File: src/rtl/apu_pkg.sv
// Shared constants and encodings for the APU frame sequencer ($4017).
package apu_pkg;

  // Default CPU-cycle positions of the sequencer steps
  localparam int CNT_W_DEF    = 16;
  localparam int STEP1_DEF    = 7457;
  localparam int STEP2_DEF    = 14913;
  localparam int STEP3_DEF    = 22371;
  localparam int STEP4_DEF    = 29829;
  localparam int STEP5_DEF    = 37281;
  localparam int WR_DELAY_DEF = 3;

  // Sequencer mode as written in $4017 bit 7
  localparam logic MODE_4STEP = 1'b0;
  localparam logic MODE_5STEP = 1'b1;

  // Write-handling FSM: RUN = no write pending, PEND = waiting to apply a write
  typedef enum logic {
    ST_RUN  = 1'b0,
    ST_PEND = 1'b1
  } seq_state_e;

endpackage

File: src/rtl/apu_wr_delay.sv
// Write-to-apply delay for $4017: loads WR_DELAY on a write, counts down on
// each CPU cycle and produces a one-clk apply pulse on the CPU cycle where
// the count reaches its last step. A new write restarts the count.
module apu_wr_delay #(
  parameter int WR_DELAY = 3
) (
  input  logic clk,
  input  logic rst_n,
  input  logic cpu_ce,
  input  logic wr_en,
  output logic apply
);

  localparam logic [2:0] DELAY_LOAD = WR_DELAY[2:0];

  logic [2:0] delay_q;
  logic [2:0] delay_d;

  // A write in the same clk as the final count wins: the earlier write is dropped
  assign apply = cpu_ce && !wr_en && (delay_q == 3'd1);

  // Next delay value: reload on write, otherwise count down on CPU cycles
  always_comb begin
    delay_d = delay_q;
    if (wr_en) begin
      delay_d = DELAY_LOAD;
    end else if (cpu_ce && (delay_q != 3'd0)) begin
      delay_d = delay_q - 3'd1;
    end
  end

  // Delay counter register, cleared by reset so nothing stays pending
  always_ff @(posedge clk) begin
    if (!rst_n) begin
      delay_q <= 3'd0;
    end else begin
      delay_q <= delay_d;
    end
  end

endmodule

File: src/rtl/apu_frame_sequencer.sv
// APU frame counter ($4017): counts CPU cycles, emits one-clk quarter/half
// frame strobes, raises the frame IRQ and applies $4017 writes after a delay.
// Build option: define FRAME_IRQ_EN to include the frame IRQ logic; without
// it irq is tied low and wr_data[6] / status_rd are ignored.
module apu_frame_sequencer
  import apu_pkg::*;
#(
  parameter int CNT_W    = CNT_W_DEF,
  parameter int STEP1    = STEP1_DEF,
  parameter int STEP2    = STEP2_DEF,
  parameter int STEP3    = STEP3_DEF,
  parameter int STEP4    = STEP4_DEF,
  parameter int STEP5    = STEP5_DEF,
  parameter int WR_DELAY = WR_DELAY_DEF
) (
  input  logic       clk,
  input  logic       rst_n,
  input  logic       cpu_ce,
  input  logic       wr_en,
  input  logic [7:0] wr_data,
  input  logic       status_rd,
  output logic       qframe,
  output logic       hframe,
  output logic       irq,
  output logic       mode
);

  localparam logic [CNT_W-1:0] S1 = STEP1[CNT_W-1:0];
  localparam logic [CNT_W-1:0] S2 = STEP2[CNT_W-1:0];
  localparam logic [CNT_W-1:0] S3 = STEP3[CNT_W-1:0];
  localparam logic [CNT_W-1:0] S4 = STEP4[CNT_W-1:0];
  localparam logic [CNT_W-1:0] S5 = STEP5[CNT_W-1:0];

  logic [CNT_W-1:0] cyc_q, cyc_d;
  logic             mode_q, mode_d;
  logic             pend_mode_q, pend_mode_d;
  logic             qframe_q, qframe_d;
  logic             hframe_q, hframe_d;
  seq_state_e       state_q, state_d;

  logic [CNT_W-1:0] wrap_pt;
  logic             apply;
  logic             apply_ok;
  logic             unused_wr_bits;

  apu_wr_delay #(
    .WR_DELAY (WR_DELAY)
  ) u_wr_delay (
    .clk    (clk),
    .rst_n  (rst_n),
    .cpu_ce (cpu_ce),
    .wr_en  (wr_en),
    .apply  (apply)
  );

  assign apply_ok = apply && (state_q == ST_PEND);
  assign wrap_pt  = (mode_q == MODE_5STEP) ? S5 : S4;

  // Counter, step decode and write-state sequencing
  always_comb begin
    cyc_d       = cyc_q;
    mode_d      = mode_q;
    pend_mode_d = pend_mode_q;
    state_d     = state_q;
    qframe_d    = 1'b0;
    hframe_d    = 1'b0;

    if (cpu_ce) begin
      if ((cyc_q == S1) || (cyc_q == S3)) begin
        qframe_d = 1'b1;
      end
      if (cyc_q == S2) begin
        qframe_d = 1'b1;
        hframe_d = 1'b1;
      end
      if ((mode_q == MODE_4STEP) && (cyc_q == S4)) begin
        qframe_d = 1'b1;
        hframe_d = 1'b1;
      end
      if ((mode_q == MODE_5STEP) && (cyc_q == S5)) begin
        qframe_d = 1'b1;
        hframe_d = 1'b1;
      end
      cyc_d = (cyc_q == wrap_pt) ? '0 : cyc_q + 1'b1;
    end

    // Applying a write restarts the frame; 5-step mode clocks q+h at once
    if (apply_ok) begin
      cyc_d   = '0;
      mode_d  = pend_mode_q;
      state_d = ST_RUN;
      if (pend_mode_q == MODE_5STEP) begin
        qframe_d = 1'b1;
        hframe_d = 1'b1;
      end
    end

    if (wr_en) begin
      pend_mode_d = wr_data[7];
      state_d     = ST_PEND;
    end
  end

  // Sequencer state registers
  always_ff @(posedge clk) begin
    if (!rst_n) begin
      cyc_q       <= '0;
      mode_q      <= MODE_4STEP;
      pend_mode_q <= MODE_4STEP;
      state_q     <= ST_RUN;
      qframe_q    <= 1'b0;
      hframe_q    <= 1'b0;
    end else begin
      cyc_q       <= cyc_d;
      mode_q      <= mode_d;
      pend_mode_q <= pend_mode_d;
      state_q     <= state_d;
      qframe_q    <= qframe_d;
      hframe_q    <= hframe_d;
    end
  end

  assign qframe = qframe_q;
  assign hframe = hframe_q;
  assign mode   = mode_q;

`ifdef FRAME_IRQ_EN
  logic inhibit_q, inhibit_d;
  logic irq_q, irq_d;
  logic irq_set;

  // IRQ is raised only by the 4-step final step, never when an applied
  // 5-step write restarts the frame on that same edge
  assign irq_set = cpu_ce && (mode_q == MODE_4STEP) && (cyc_q == S4) &&
                   !inhibit_q && !(apply_ok && (pend_mode_q == MODE_5STEP));

  // Inhibit latch and IRQ level: a set beats any clear in the same clk
  always_comb begin
    inhibit_d = inhibit_q;
    irq_d     = irq_q;
    if (wr_en) begin
      inhibit_d = wr_data[6];
    end
    if (irq_set) begin
      irq_d = 1'b1;
    end else if (status_rd || (wr_en && wr_data[6])) begin
      irq_d = 1'b0;
    end
  end

  // IRQ state registers
  always_ff @(posedge clk) begin
    if (!rst_n) begin
      inhibit_q <= 1'b0;
      irq_q     <= 1'b0;
    end else begin
      inhibit_q <= inhibit_d;
      irq_q     <= irq_d;
    end
  end

  assign irq            = irq_q;
  assign unused_wr_bits = ^wr_data[5:0];
`else
  assign irq            = 1'b0;
  assign unused_wr_bits = ^{wr_data[6:0], status_rd};
`endif

endmodule

File: config.mk
export PLATFORM = sky130hd
export DESIGN_NAME = apu_frame_sequencer
export DESIGN_NICKNAME = d
export VERILOG_FILES = /design/src/rtl/apu_pkg.sv /design/src/rtl/apu_wr_delay.sv /design/src/rtl/apu_frame_sequencer.sv
export SDC_FILE = /design/constraint.sdc
export NUM_CORES = 1
export LEC_CHECK = 0
export ABC_CLOCK_PERIOD_IN_PS = 1650
export CAP_MARGIN = 5
export CORE_MARGIN = 5
export CORE_UTILIZATION = 40
export CTS_CLUSTER_DIAMETER = 80
export CTS_CLUSTER_SIZE = 25
export DETAILED_ROUTE_END_ITERATION = 8
export MAX_ROUTING_LAYER = met4
export PLACE_DENSITY = 0.74
export SLEW_MARGIN = 20
export SYNTH_ARGS = -nofsm -noshare
export SYNTH_HDL_FRONTEND = slang
export SYNTH_SLANG_ARGS = --single-unit
File: constraint.sdc
create_clock -name clk -period 1.65 [get_ports clk]
set_clock_uncertainty 0.1 [all_clocks]
set_input_delay 0.33 -clock clk [delete_from_list [all_inputs] [get_ports clk]]
set_output_delay 0.33 -clock clk [all_outputs]
set_load 0.05 [all_outputs]
==> results.json <==
{
  "status": "finished clean",
  "diodes": 0,
  "nets": 189,
  "start_kind": "flip-flop",
  "ys_seq_elements": 24,
  "drv_cap": 0,
  "hold_ws_ns": 0.4153,
  "io_pins": 17,
  "final_cell_mix": "buf_4, nor3_1, dfxtp_1, nor2_1",
  "placementRows": 20,
  "area_growth_pct": 29.02,
  "grt_max_degree": 17,
  "criticalPathCategory": "reg -> reg",
  "synth_area_per_cell_um2": 9.132,
  "grt_pass1_vias": 1164,
  "top_layer": "met4",
  "die_h_um": 67.34,
  "fin_crit_sh_pct": 95.06,
  "root_buffer": "clkbuf_4",
  "tns_ns": 0,
  "power_mw": 1.014,
  "required_ns": 1.79,
  "hold_class": "reg -> reg",
  "fin_area_mm2": 0.001697,
  "antenna_found_initial": 0,
  "synth_cell_types": 39,
  "ys.flop_type": "dfxtp_1",
  "cts-htree-levels": 1,
  "final_common_cell": "buf_4",
  "cts_tree": "yes",
  "syn-cell-area_mm2": 0.001315,
  "rsz0062_at_grt": "yes",
  "fmax_mhz": 637.5,
  "p_per_area_mw_per_mm2": 597.8,
  "remaining_drc_errors": 0,
  "dpl.hpwl_mm": 2.320,
  "vias_per_cell": 5.460,
  "cp-end-kind": "flip-flop",
  "met3RoutedLength_um": 177,
  "yosys_warnings": 0,
  "dpl_cell_area_mm2": 0.001562,
  "drv_slew": 0,
  "syn_nets": 162,
  "wl_met1_mm": 1.388,
  "clock_path_buffers": 2,
  "wl_mm": 3.185,
  "critPathArrivalTime_ns": 1.71,
  "first_pass_iters": 5,
  "peakVddDrop_v": 0.0004955,
  "layout_min_cycle_time_ns": 1.569,
  "place.gp.congestion": 0.8572,
  "ys_seq_area_share_pct": 36.54,
  "grt_pass1_wl_mm": 5.361,
  "start_util_pct": 42.38,
  "synthArstFlopShare_pct": 0,
  "grt-ovfl-total": 0,
  "setup_viol_count_final": 0,
  "portBuffers": 7,
  "fp.dieW_um": 67.34,
  "die_area_mm2": 0.004534,
  "insertion_delay_ns": 0.31,
  "route.met2.wl_mm": 1.606,
  "final_hold_viol_count": 0,
  "cts_sinks": 24,
  "numCtsBuffers": 3,
  "gr-usage-all-layers_pct": 15.57,
  "coreArea_mm2": 0.003103,
  "leakagePower_nw": 0.6422,
  "drtIter0Drc": 59,
  "dr_total_vias": 1163,
  "clkSlewWorstSetupHoldPaths_ns": 0.12,
  "cp_max_fo": 4,
  "wire_per_inst_um": 14.95,
  "synth_cells": 144,
  "drive_gt1_share_pct": 34.32,
  "detail-route-antenna-nets": 0,
  "synth_edf_count": 0
}
[Yosys cell counts, types with 2 or more instances]
library cell | number | area share (%)
a2111oi_0 | 2 | 1.3
a211oi_2 | 2 | 1.9
a21oi_1 | 2 | 0.76
and3_2 | 3 | 1.7
and4_1 | 4 | 2.7
buf_2 | 2 | 0.76
buf_4 | 3 | 1.7
buf_6 | 2 | 1.7
dfxtp_1 | 24 | 37
ha_1 | 5 | 4.8
inv_1 | 6 | 1.7
mux2i_1 | 2 | 1.5
nand2_1 | 7 | 2.0
nand3_1 | 4 | 1.5
nand4_1 | 7 | 3.3
nand4b_1 | 2 | 1.3
nor2_1 | 11 | 3.1
nor2b_1 | 2 | 0.95
nor3_1 | 15 | 5.7
nor3b_1 | 5 | 2.9
nor4_1 | 2 | 0.95
o21ai_0 | 2 | 0.76
or3_1 | 2 | 0.95
xnor2_1 | 8 | 5.3
xor2_1 | 6 | 4.0
[power by group]
group / internal [mW] / switching, mW
clock: 0.0854 / 0.167
combinational: 0.0792 / 0.0753
sequential: 0.595 / 0.0122
total: 0.760 / 0.255
[metrics by stage]
step	utilization (%)	cells	setup slack (ns)
final	54.68	213	0.08145
after CTS	51.81	210	-0.03010
after detailed placement	50.32	207	-0.4116
after global routing	54.68	213	-0.01906
after global placement	50.32	207	-0.3532
after floorplan	-	144	0.04819
[repair_timing]
action | in CTS | in global routing
hold buffers | 0 | 0
gates resized for setup | 10 | 19
buffers inserted | 0 | 3
setup endpoints to repair | 17 | 21
pin swaps | 0 | 5
[state kept, by name, summed over array words and instances (netlist names)]
signal / count
cyc_q: 16
hframe: 1
mode: 1
pend_mode_q: 1
qframe: 1
state_q: 1
u_wr_delay.delay_q: 3
[critical path, stage by stage (launching register included)]
cell and delay, ns:
dfxtp_2 0.36, buf_4 0.10, and4_4 0.24, nand4_4 0.11, or3_1 0.38, a211oi_2 0.20
[area by class of cell]
| cell class | count | area (um2) |
|---|---|---|
| multi-input combinational | 106 | 827.0 |
| inverter | 6 | 22.52 |
| sequential | 24 | 498.0 |
| tap | 44 | 55.05 |
| clock buffer | 3 | 22.52 |
| fill | 285 | 1406 |
| timing repair buffer | 30 | 271.5 |
[cell families (layout without fill, tap and decap cells)]
kind of cell | after synthesis | in the layout | share of synthesized area (%)
buffers and inverters | 14 | 39 | 6.279
muxes | 2 | 2 | 1.522
adders and majority gates | 5 | 5 | 4.757
AOI/OAI and AO/OA | 13 | 13 | 8.564
and+or+nand+nor | 71 | 71 | 32.73
other | 1 | 1 | 0.2852
xor gates and xnor gates | 14 | 14 | 9.325
DFF | 24 | 24 | 36.54
[routing by layer]
metal	vias up	global-route usage [%]
met5	-	-
met4	0	3.291
met3	2	3.494
met2	35	25.28
met1	560	19.80
li1	566	-
[final timing paths]
check           start   endpoint  slack [ns]  depth (start not counted)
min           state_q    state_q        0.42                          2
min reg2reg   state_q    state_q        0.42                          2
max          cyc_q[1]  cyc_q[15]        0.08                          5
max reg2reg  cyc_q[1]  cyc_q[15]        0.08                          5
Note: power is estimated with default switching activity, not from simulation.
